## src/rtl/oc_guard_if.sv

```systemverilog
// Signal bundle between the overcurrent guard and its surroundings:
// comparator/operator inputs in, PWM-kill and status outputs back.
interface oc_guard_if;
    logic       sense_in;
    logic       clear;
    logic       oc;
    logic       lockout;
    logic [3:0] retry_count;
    logic [7:0] trip_count;

    modport master (
        output sense_in,
        output clear,
        input  oc,
        input  lockout,
        input  retry_count,
        input  trip_count
    );

    modport slave (
        input  sense_in,
        input  clear,
        output oc,
        output lockout,
        output retry_count,
        output trip_count
    );
endinterface

```

## src/rtl/oc_guard.sv

```systemverilog
// Overcurrent qualification and trip manager: synchronizes the comparator,
// qualifies sustained faults, enforces cooldown and latches lockout after repeated trips.
module oc_guard #(
    parameter int unsigned QUAL_CYCLES     = 1000,
    parameter int unsigned COOLDOWN_CYCLES = 50000000,
    parameter int unsigned MAX_RETRIES     = 3
) (
    input  logic       clock,
    input  logic       reset,
    oc_guard_if.slave  bus
);
    localparam int QW = $clog2(QUAL_CYCLES + 1);
    localparam int CW = $clog2(COOLDOWN_CYCLES + 1);

    localparam logic [QW-1:0] QUAL_MAX  = QW'(QUAL_CYCLES);
    localparam logic [QW-1:0] QUAL_ONE  = QW'(1);
    localparam logic [CW-1:0] COOL_MAX  = CW'(COOLDOWN_CYCLES);
    localparam logic [CW-1:0] COOL_LAST = CW'(COOLDOWN_CYCLES - 1);
    localparam logic [CW-1:0] COOL_ONE  = CW'(1);
    localparam logic [3:0]    RETRY_MAX = 4'(MAX_RETRIES);

    typedef enum logic [1:0] {
        ARMED   = 2'd0,
        TRIP    = 2'd1,
        LOCKOUT = 2'd2
    } state_t;

    state_t        state_q, state_d;
    logic          sync_q, sync_d;
    logic          sense_s_q, sense_s_d;
    logic [QW-1:0] qual_cnt_q, qual_cnt_d;
    logic [CW-1:0] cool_cnt_q, cool_cnt_d;
    logic [CW-1:0] decay_cnt_q, decay_cnt_d;
    logic          oc_q, oc_d;
    logic          lockout_q, lockout_d;
    logic [3:0]    retry_count_q, retry_count_d;
    logic [7:0]    trip_count_q, trip_count_d;
    logic [3:0]    retry_inc;
    logic [7:0]    trip_inc;

    always_comb begin
        state_d       = state_q;
        sync_d        = bus.sense_in;
        sense_s_d     = sync_q;
        qual_cnt_d    = qual_cnt_q;
        cool_cnt_d    = cool_cnt_q;
        decay_cnt_d   = decay_cnt_q;
        oc_d          = oc_q;
        lockout_d     = lockout_q;
        retry_count_d = retry_count_q;
        trip_count_d  = trip_count_q;
        retry_inc     = (retry_count_q == 4'hF) ? retry_count_q : retry_count_q + 4'd1;
        trip_inc      = (trip_count_q == 8'hFF) ? trip_count_q : trip_count_q + 8'd1;

        case (state_q)
            ARMED: begin
                // A qualified trip takes priority over the decay terminal count.
                if (qual_cnt_q == QUAL_MAX) begin
                    retry_count_d = retry_inc;
                    trip_count_d  = trip_inc;
                    qual_cnt_d    = '0;
                    cool_cnt_d    = '0;
                    decay_cnt_d   = '0;
                    oc_d          = 1'b1;
                    if (retry_inc >= RETRY_MAX) begin
                        state_d   = LOCKOUT;
                        lockout_d = 1'b1;
                    end else begin
                        state_d   = TRIP;
                    end
                end else begin
                    qual_cnt_d = sense_s_q ? qual_cnt_q + QUAL_ONE : '0;
                    if (decay_cnt_q != COOL_MAX) begin
                        decay_cnt_d = decay_cnt_q + COOL_ONE;
                        if (decay_cnt_q == COOL_LAST) begin
                            retry_count_d = '0;
                        end
                    end
                end
            end
            TRIP: begin
                if (cool_cnt_q == COOL_LAST) begin
                    state_d     = ARMED;
                    oc_d        = 1'b0;
                    qual_cnt_d  = '0;
                    decay_cnt_d = '0;
                end else begin
                    cool_cnt_d  = cool_cnt_q + COOL_ONE;
                end
            end
            LOCKOUT: begin
                if (bus.clear && !sense_s_q) begin
                    state_d       = ARMED;
                    oc_d          = 1'b0;
                    lockout_d     = 1'b0;
                    retry_count_d = '0;
                    qual_cnt_d    = '0;
                    decay_cnt_d   = '0;
                end
            end
            default: begin
                state_d = ARMED;
            end
        endcase
    end

    always_ff @(posedge clock or posedge reset) begin
        if (reset) begin
            state_q       <= ARMED;
            sync_q        <= 1'b0;
            sense_s_q     <= 1'b0;
            qual_cnt_q    <= '0;
            cool_cnt_q    <= '0;
            decay_cnt_q   <= '0;
            oc_q          <= 1'b0;
            lockout_q     <= 1'b0;
            retry_count_q <= '0;
            trip_count_q  <= '0;
        end else begin
            state_q       <= state_d;
            sync_q        <= sync_d;
            sense_s_q     <= sense_s_d;
            qual_cnt_q    <= qual_cnt_d;
            cool_cnt_q    <= cool_cnt_d;
            decay_cnt_q   <= decay_cnt_d;
            oc_q          <= oc_d;
            lockout_q     <= lockout_d;
            retry_count_q <= retry_count_d;
            trip_count_q  <= trip_count_d;
        end
    end

    assign bus.oc          = oc_q;
    assign bus.lockout     = lockout_q;
    assign bus.retry_count = retry_count_q;
    assign bus.trip_count  = trip_count_q;
endmodule
```

## src/flat_wrapper.sv

```systemverilog
// flat-port wrapper written by rule: the top's interface ports become plain ports
module oc_guard_flat 
#(
    parameter int unsigned QUAL_CYCLES     = 1000,
    parameter int unsigned COOLDOWN_CYCLES = 50000000,
    parameter int unsigned MAX_RETRIES     = 3
)
  (clock, reset, bus_sense_in, bus_clear, bus_oc, bus_lockout, bus_retry_count, bus_trip_count);
  oc_guard_if bus_i ();
  input  logic clock;
  input  logic reset;
  input wire logic [$bits(bus_i.sense_in)-1:0] bus_sense_in;
  input wire logic [$bits(bus_i.clear)-1:0] bus_clear;
  output wire logic [$bits(bus_i.oc)-1:0] bus_oc;
  output wire logic [$bits(bus_i.lockout)-1:0] bus_lockout;
  output wire logic [$bits(bus_i.retry_count)-1:0] bus_retry_count;
  output wire logic [$bits(bus_i.trip_count)-1:0] bus_trip_count;
  assign bus_i.sense_in = bus_sense_in;
  assign bus_i.clear = bus_clear;
  assign bus_oc = bus_i.oc;
  assign bus_lockout = bus_i.lockout;
  assign bus_retry_count = bus_i.retry_count;
  assign bus_trip_count = bus_i.trip_count;
  oc_guard #(.QUAL_CYCLES(QUAL_CYCLES), .COOLDOWN_CYCLES(COOLDOWN_CYCLES), .MAX_RETRIES(MAX_RETRIES)) u_core (.clock(clock), .reset(reset), .bus(bus_i));
endmodule
```

## config.mk

```make
export PLATFORM = sky130hd
export DESIGN_NAME = oc_guard_flat
export DESIGN_NICKNAME = d
export VERILOG_FILES = /design/src/rtl/oc_guard_if.sv /design/src/rtl/oc_guard.sv /design/src/flat_wrapper.sv
export SDC_FILE = /design/constraint.sdc
export NUM_CORES = 1
export LEC_CHECK = 0
export CORE_MARGIN = 5
export CORE_UTILIZATION = 50
export CTS_CLUSTER_SIZE = 10
export DETAILED_ROUTE_END_ITERATION = 8
export HOLD_SLACK_MARGIN = 0.1
export PLACE_DENSITY = 0.77
export SLEW_MARGIN = 25
export SYNTH_ARGS = -nofsm -noshare
export SYNTH_HDL_FRONTEND = slang
export SYNTH_SLANG_ARGS = --single-unit
```

## constraint.sdc

```tcl
create_clock -name clock -period 4.18 [get_ports clock]
set_input_delay 0.836 -clock clock [delete_from_list [all_inputs] [get_ports clock]]
set_output_delay 0.836 -clock clock [all_outputs]
set_load 0.005 [all_outputs]
```

Word-level counts from Yosys, hierarchy flattened

Index checks and enable logic that the tools add are counted.

Flip-flop bits (word level): 80
Output and inout bits: 14

Add/subtract/negate cells: 5
$lt $le $gt $ge: 1
Equality and inequality tests: 15
Multiplexer cells: 31
Bitwise logic cells: 1
Reductions and logical operators: 14

Operator list:

| operator                | number |
|---|---|
| $mux W26                | 6 |
| $pmux W26 S3            | 1 |
| $add A26 B1 Y26 const B | 2 |
| $eq A26 B26 Y1 const B  | 2 |
| $pmux W26 S2            | 1 |
| $mux W10                | 4 |
| $pmux W10 S3            | 1 |
| $ne A26 B26 Y1 const B  | 1 |
| $mux W4                 | 5 |
| $reduce_and A4 Y1       | 4 |
| $reduce_and A3 Y1       | 4 |
| $add A10 B1 Y10 const B | 1 |
| $eq A10 B10 Y1 const B  | 1 |
| $add A8 B1 Y8 const B   | 1 |
| $eq A8 B8 Y1 const B    | 1 |
| $mux W2                 | 4 |
| $ne A2 B1 Y1 const B    | 4 |
| $pmux W4 S2             | 1 |
| $ne A3 B1 Y1 const B    | 2 |
| $pmux W2 S3             | 1 |
| $mux W1                 | 5 |
| $add A4 B1 Y4 const B   | 1 |
| $eq A4 B4 Y1 const B    | 1 |
| $ge A4 B2 Y1 const B    | 1 |
| 11 further kinds        | 12 |

Logic depth before layout (Yosys ltp)

Depth in word-level cells: 6
Depth in mapped cells: 10

Worst setup path before layout

No wires, ideal clock.

Path kind: input to register
From: input bus_clear
To: register u_core.decay_cnt_q[24]
Arrival time: 2.176 ns
Required time: 4.101 ns
Path slack: 1.925 ns
Cell stages on the path: 5
Path buffers: 0
Path through: nand2b_1 a211oi_1 nand3_1 or4_1 mux2i_1

Longest elaborated chain between the ends: 3

RTL lines:

| item                               | line               | RTL |
|---|---|---|
| from (decl)                        | flat_wrapper.sv:13 | `input wire logic [$bits(bus_i.clear)-1:0] bus_clear;` |
| $logic_and A1 B1 Y1                | oc_guard.sv:92     | `if (bus.clear && !sense_s_q) begin` |
| $ne A2 B1 Y1 (no source line)      | n/a                |  |
| $reduce_and A4 Y1 (no source line) | n/a                |  |
| to (signal assigned)               | oc_guard.sv:125    | `decay_cnt_q <= decay_cnt_d;` |
| to (decl)                          | oc_guard.sv:33     | `logic [CW-1:0] decay_cnt_q, decay_cnt_d;` |

No other way between the ends.
A chain may end at the register's enable or synchronous reset.

Final worst setup path

From: register u_core.state_q[0]
To: register u_core.decay_cnt_q[1]

Longest elaborated chain between the ends: 3
Elaborated cells on any way between the ends: 9
Those cells by class: eq/ne: 5; mux: 1; reduce/logical: 3

RTL lines:

| item                                                  | line            | RTL |
|---|---|---|
| from (decl)                                           | oc_guard.sv:28  | `state_t state_q, state_d;` |
| from (signal assigned)                                | oc_guard.sv:120 | `state_q <= state_d;` |
| $eq A2 B1 Y1 (tied with other cells)                  | oc_guard.sv:55  | `case (state_q)` |
| $ne A2 B1 Y1 (no source line) (tied with other cells) | n/a             |  |
| $reduce_and A4 Y1 (no source line)                    | n/a             |  |

Several ways; a longest one is shown, not always the timed one.

==> results.md <==
* DIE AREA at 11700 um2
* Reg2reg end: u_core.decay_cnt_q[1]
* Post-route ant nets at 0
* Remaining Overflow, GRT at 0
* Die W at 108 um
* Initial Util at 0.505
* R2r setup slk at 1.28 ns
* Most numerous cell in the Yosys netlist: dfrtp_1
* Register area share after synthesis at 0.414
* Critical path buffers and inverters at 2
* I/O Pins at 18
* # hold bufs at CTS at 0
* Row cnt at 36
* Post-Route WL at 10800 um
* Initial DRC count at 393
* Worst reg-to-reg path cell count at 7
* CTS tree: built
* Worst-path cell chain: inv_1 > ha_1 > inv_1 > a31oi_4 > and4_1 > nor3_1 > mux2i_1
* Pre-CTS setup slack at 1.11 ns
* Setup TNS at 0 ns
* GPL Wtd Cong at approximately 0.83
* DRC errors left at 0
* CP Max Fanout at 28
* Layout cells sized above 1 at 0.0827
* PostCTS Resize Cnt at 0
* Final setup viols at 0
* Synth cell count leaders: dfrtp_1, nand3_1, nor2_1, nand2_1
* Slowest Stage Delay on Critical Path at about 0.93 ns
* Worst EP required at 4.42 ns
* Crit Path Class: flip-flop to flip-flop
* PwrDens at 263 nW/um2
* Worst Setup Start Kind: flip-flop
* Final worst slack at approximately 1.3 ns
* CP dominant cell by count: inv_1
* Hold Path Sink: u_core.sense_s_q
* R2R Path Start: u_core.state_q[0]
* CP delay by family, top: simple AND/OR/NAND/NOR gates
* Total Routing Usage GR at 0.199
* Unrepaired setup endpoints after global routing: no
* Period utilisation layout at 0.693
* Pin count of the biggest net entering global routing at 61
* Routed met1 length at between 5000 and 6000 um
* Core ar. at roughly 9600 um2
* Worst Hold Class: flip-flop to flip-flop
* H-tree Lvls at 3
* Final slew viol count at 0
* Insertion delay to the later sink of the worst-skew pair at approximately 0.37 ns
* Avg Cell Area, Syn at 9.47 um2
* Share of the synthesized area in the top cell type at 0.414
* Clock Pin Slew Worst Setup and Hold Paths at around 0.08 ns
* Syn Nets at about 530
* Warnings, synthesis at 0
* Synth area leader: dfrtp_1
* Unique masters post-synth at between 60 and 70
* Sink Count at 80
* Status: complete, no violations
* Worst EP arrival at 3.14 ns
* Slew headroom at 0.337
* N_diodes at 0
* Slowest CP cell: and4_1
* FMAX at 345 MHz
* Final net count at 530
* Hold depth at 0
* Detail Placement HPWL at between 7000 and 8000 um
* Vias in the first global route at 4001
* Synth-to-layout area growth at 9.20%
* Number of flops mapped to enable cells by yosys at 0
* Initial antenna violation count at 0
* Hold path startpoint: u_core.sense_s_d
* Post CTS Setup Buffer Count at 0
* Synth top area cells: dfrtp_1, o41ai_1, nand3_1
* Synth Instances at around 510
* Number of port buffers at 17
* DR top layer: met4
* Mapped cell area at just under 5000 um2
* CTS Root Cell: clkbuf_8
* Max Root-Sink Buffers at 2
* Metal3 WL at a little under 600 um
* DRT Pass-1 Iters at 5
* Worst vdd ir at about 0.14 mV
* Metal2 WL at between 4000 and 5000 um
* First-pass GRT wire length at around 19000 um
* CP Depth at 7
* CP Capture Type: flip-flop
* Leakage at 2.04 nW
* Final Power at around 1.4 mW
* Async set or reset register ratio after synthesis at 1.00
* Final Critical Period at 2.90 ns
* Die Y at around 110 um
* Clock Skews at 0.0136 ns
* Ys flop type: dfrtp_1
* CTS Buf Count at 9
* Worst-margin pin slew at ~0.99 ns
* Vias per cell at around 6.3
* Seq cells post-synth at 80
* Final hold violations at 0
* Max-capacitance violation count at 0
* Util after Layout at 0.551
* Via count at between 4000 and 5000
* DR WL/cell at about 17 um
-- routing by layer --
metal  vias up  GRT usage
li1       1975          -
met2       123      0.306
met5         -          0
met4         0     0.0631
met3        13     0.0478
met1      2028      0.279
-- final cells by class --
| cell class | instances | area [um2] |
|---|---|---|
| Fill cell | 868 | 4310 |
| Multi-Input combinational cell | 389 | 2670 |
| Sequential cell | 80 | 2000 |
| Timing Repair Buffer | 20 | 193 |
| Tap cell | 133 | 166 |
| Clock buffer | 13 | 159 |
| Inverter | 15 | 58.8 |
| Clock inverter | 3 | 40.0 |
-- through the flow --
step                      area [um2]  cells  hold slack [ns]
final                           5290    653            0.355
after detailed placement        5080    637            0.337
after global routing            5290    653            0.360
after global placement          5080    637            0.336
after floorplan                 4840    511            0.331
after CTS                       5280    653            0.356
-- cells by family after synthesis --
| family | Yosys count | synth area share |
|---|---|---|
| fa+ha+maj | 11 | 0.0284 |
| mux | 9 | 0.0189 |
| xor+xnor | 19 | 0.0344 |
| flops | 80 | 0.414 |
| compound gates | 128 | 0.196 |
| buf+inv | 42 | 0.0377 |
| simple gates | 222 | 0.271 |
-- registers in the layout (all words and copies together), names as in the netlist --
| name | cells |
|---|---|
| u_core.bus.lockout | 1 |
| u_core.bus.retry_count | 4 |
| u_core.bus.trip_count | 8 |
| u_core.state_q | 2 |
| u_core.bus.oc | 1 |
| u_core.sense_s_d | 1 |
| u_core.qual_cnt_q | 10 |
| u_core.cool_cnt_q | 26 |
| u_core.sense_s_q | 1 |
| u_core.decay_cnt_q | 26 |
-- placed cells by master (no fill, tap or decap), types with 3 or more instances in the layout --
cell type	netlist	final
nand2_1	32	32
xnor2_1	16	16
or3_1	13	13
a31oi_1	5	5
clkdlybuf4s50_1	0	17
and3_1	11	11
and2_1	4	4
xor2_1	3	3
and4_1	4	4
buf_4	2	3
mux2i_1	8	8
nor2b_1	4	4
nand3_1	37	37
nor4_1	11	11
nand4_2	3	3
nand4_1	21	21
clkbuf_8	0	11
o31ai_1	23	23
nand2b_1	3	3
dfrtp_1	80	80
ha_1	11	11
nor4b_2	3	3
nor2_1	36	35
nor3_1	13	13
a211oi_1	5	5
a21oi_1	20	20
or4_1	9	9
o21ai_0	23	23
o41ai_1	22	22
a2bb2oi_1	3	3
inv_1	15	14
-- power breakdown --
part | switching (mW) | total [mW] | internal (mW)
Clock | 0.286 | 0.594 | 0.308
Combinational | 0.0159 | 0.0195 | 0.00364
Sequential | 0.000789 | 0.775 | 0.774
Total | 0.303 | 1.39 | 1.09
-- how the worst max path moves through the flow --
stage | start | endpoint | slack (ns)
floorplan | reset | u_core.bus.lockout | 1.29
global placement | bus_clear | u_core.qual_cnt_q[7] | 1.16
detailed placement | bus_clear | u_core.qual_cnt_q[7] | 1.11
CTS | u_core.qual_cnt_q[0] | u_core.decay_cnt_q[1] | 1.37
global route | u_core.state_q[0] | u_core.decay_cnt_q[19] | 1.05
finish | u_core.state_q[0] | u_core.decay_cnt_q[1] | 1.28
No activity file was read; power rests on OpenSTA's default activity.
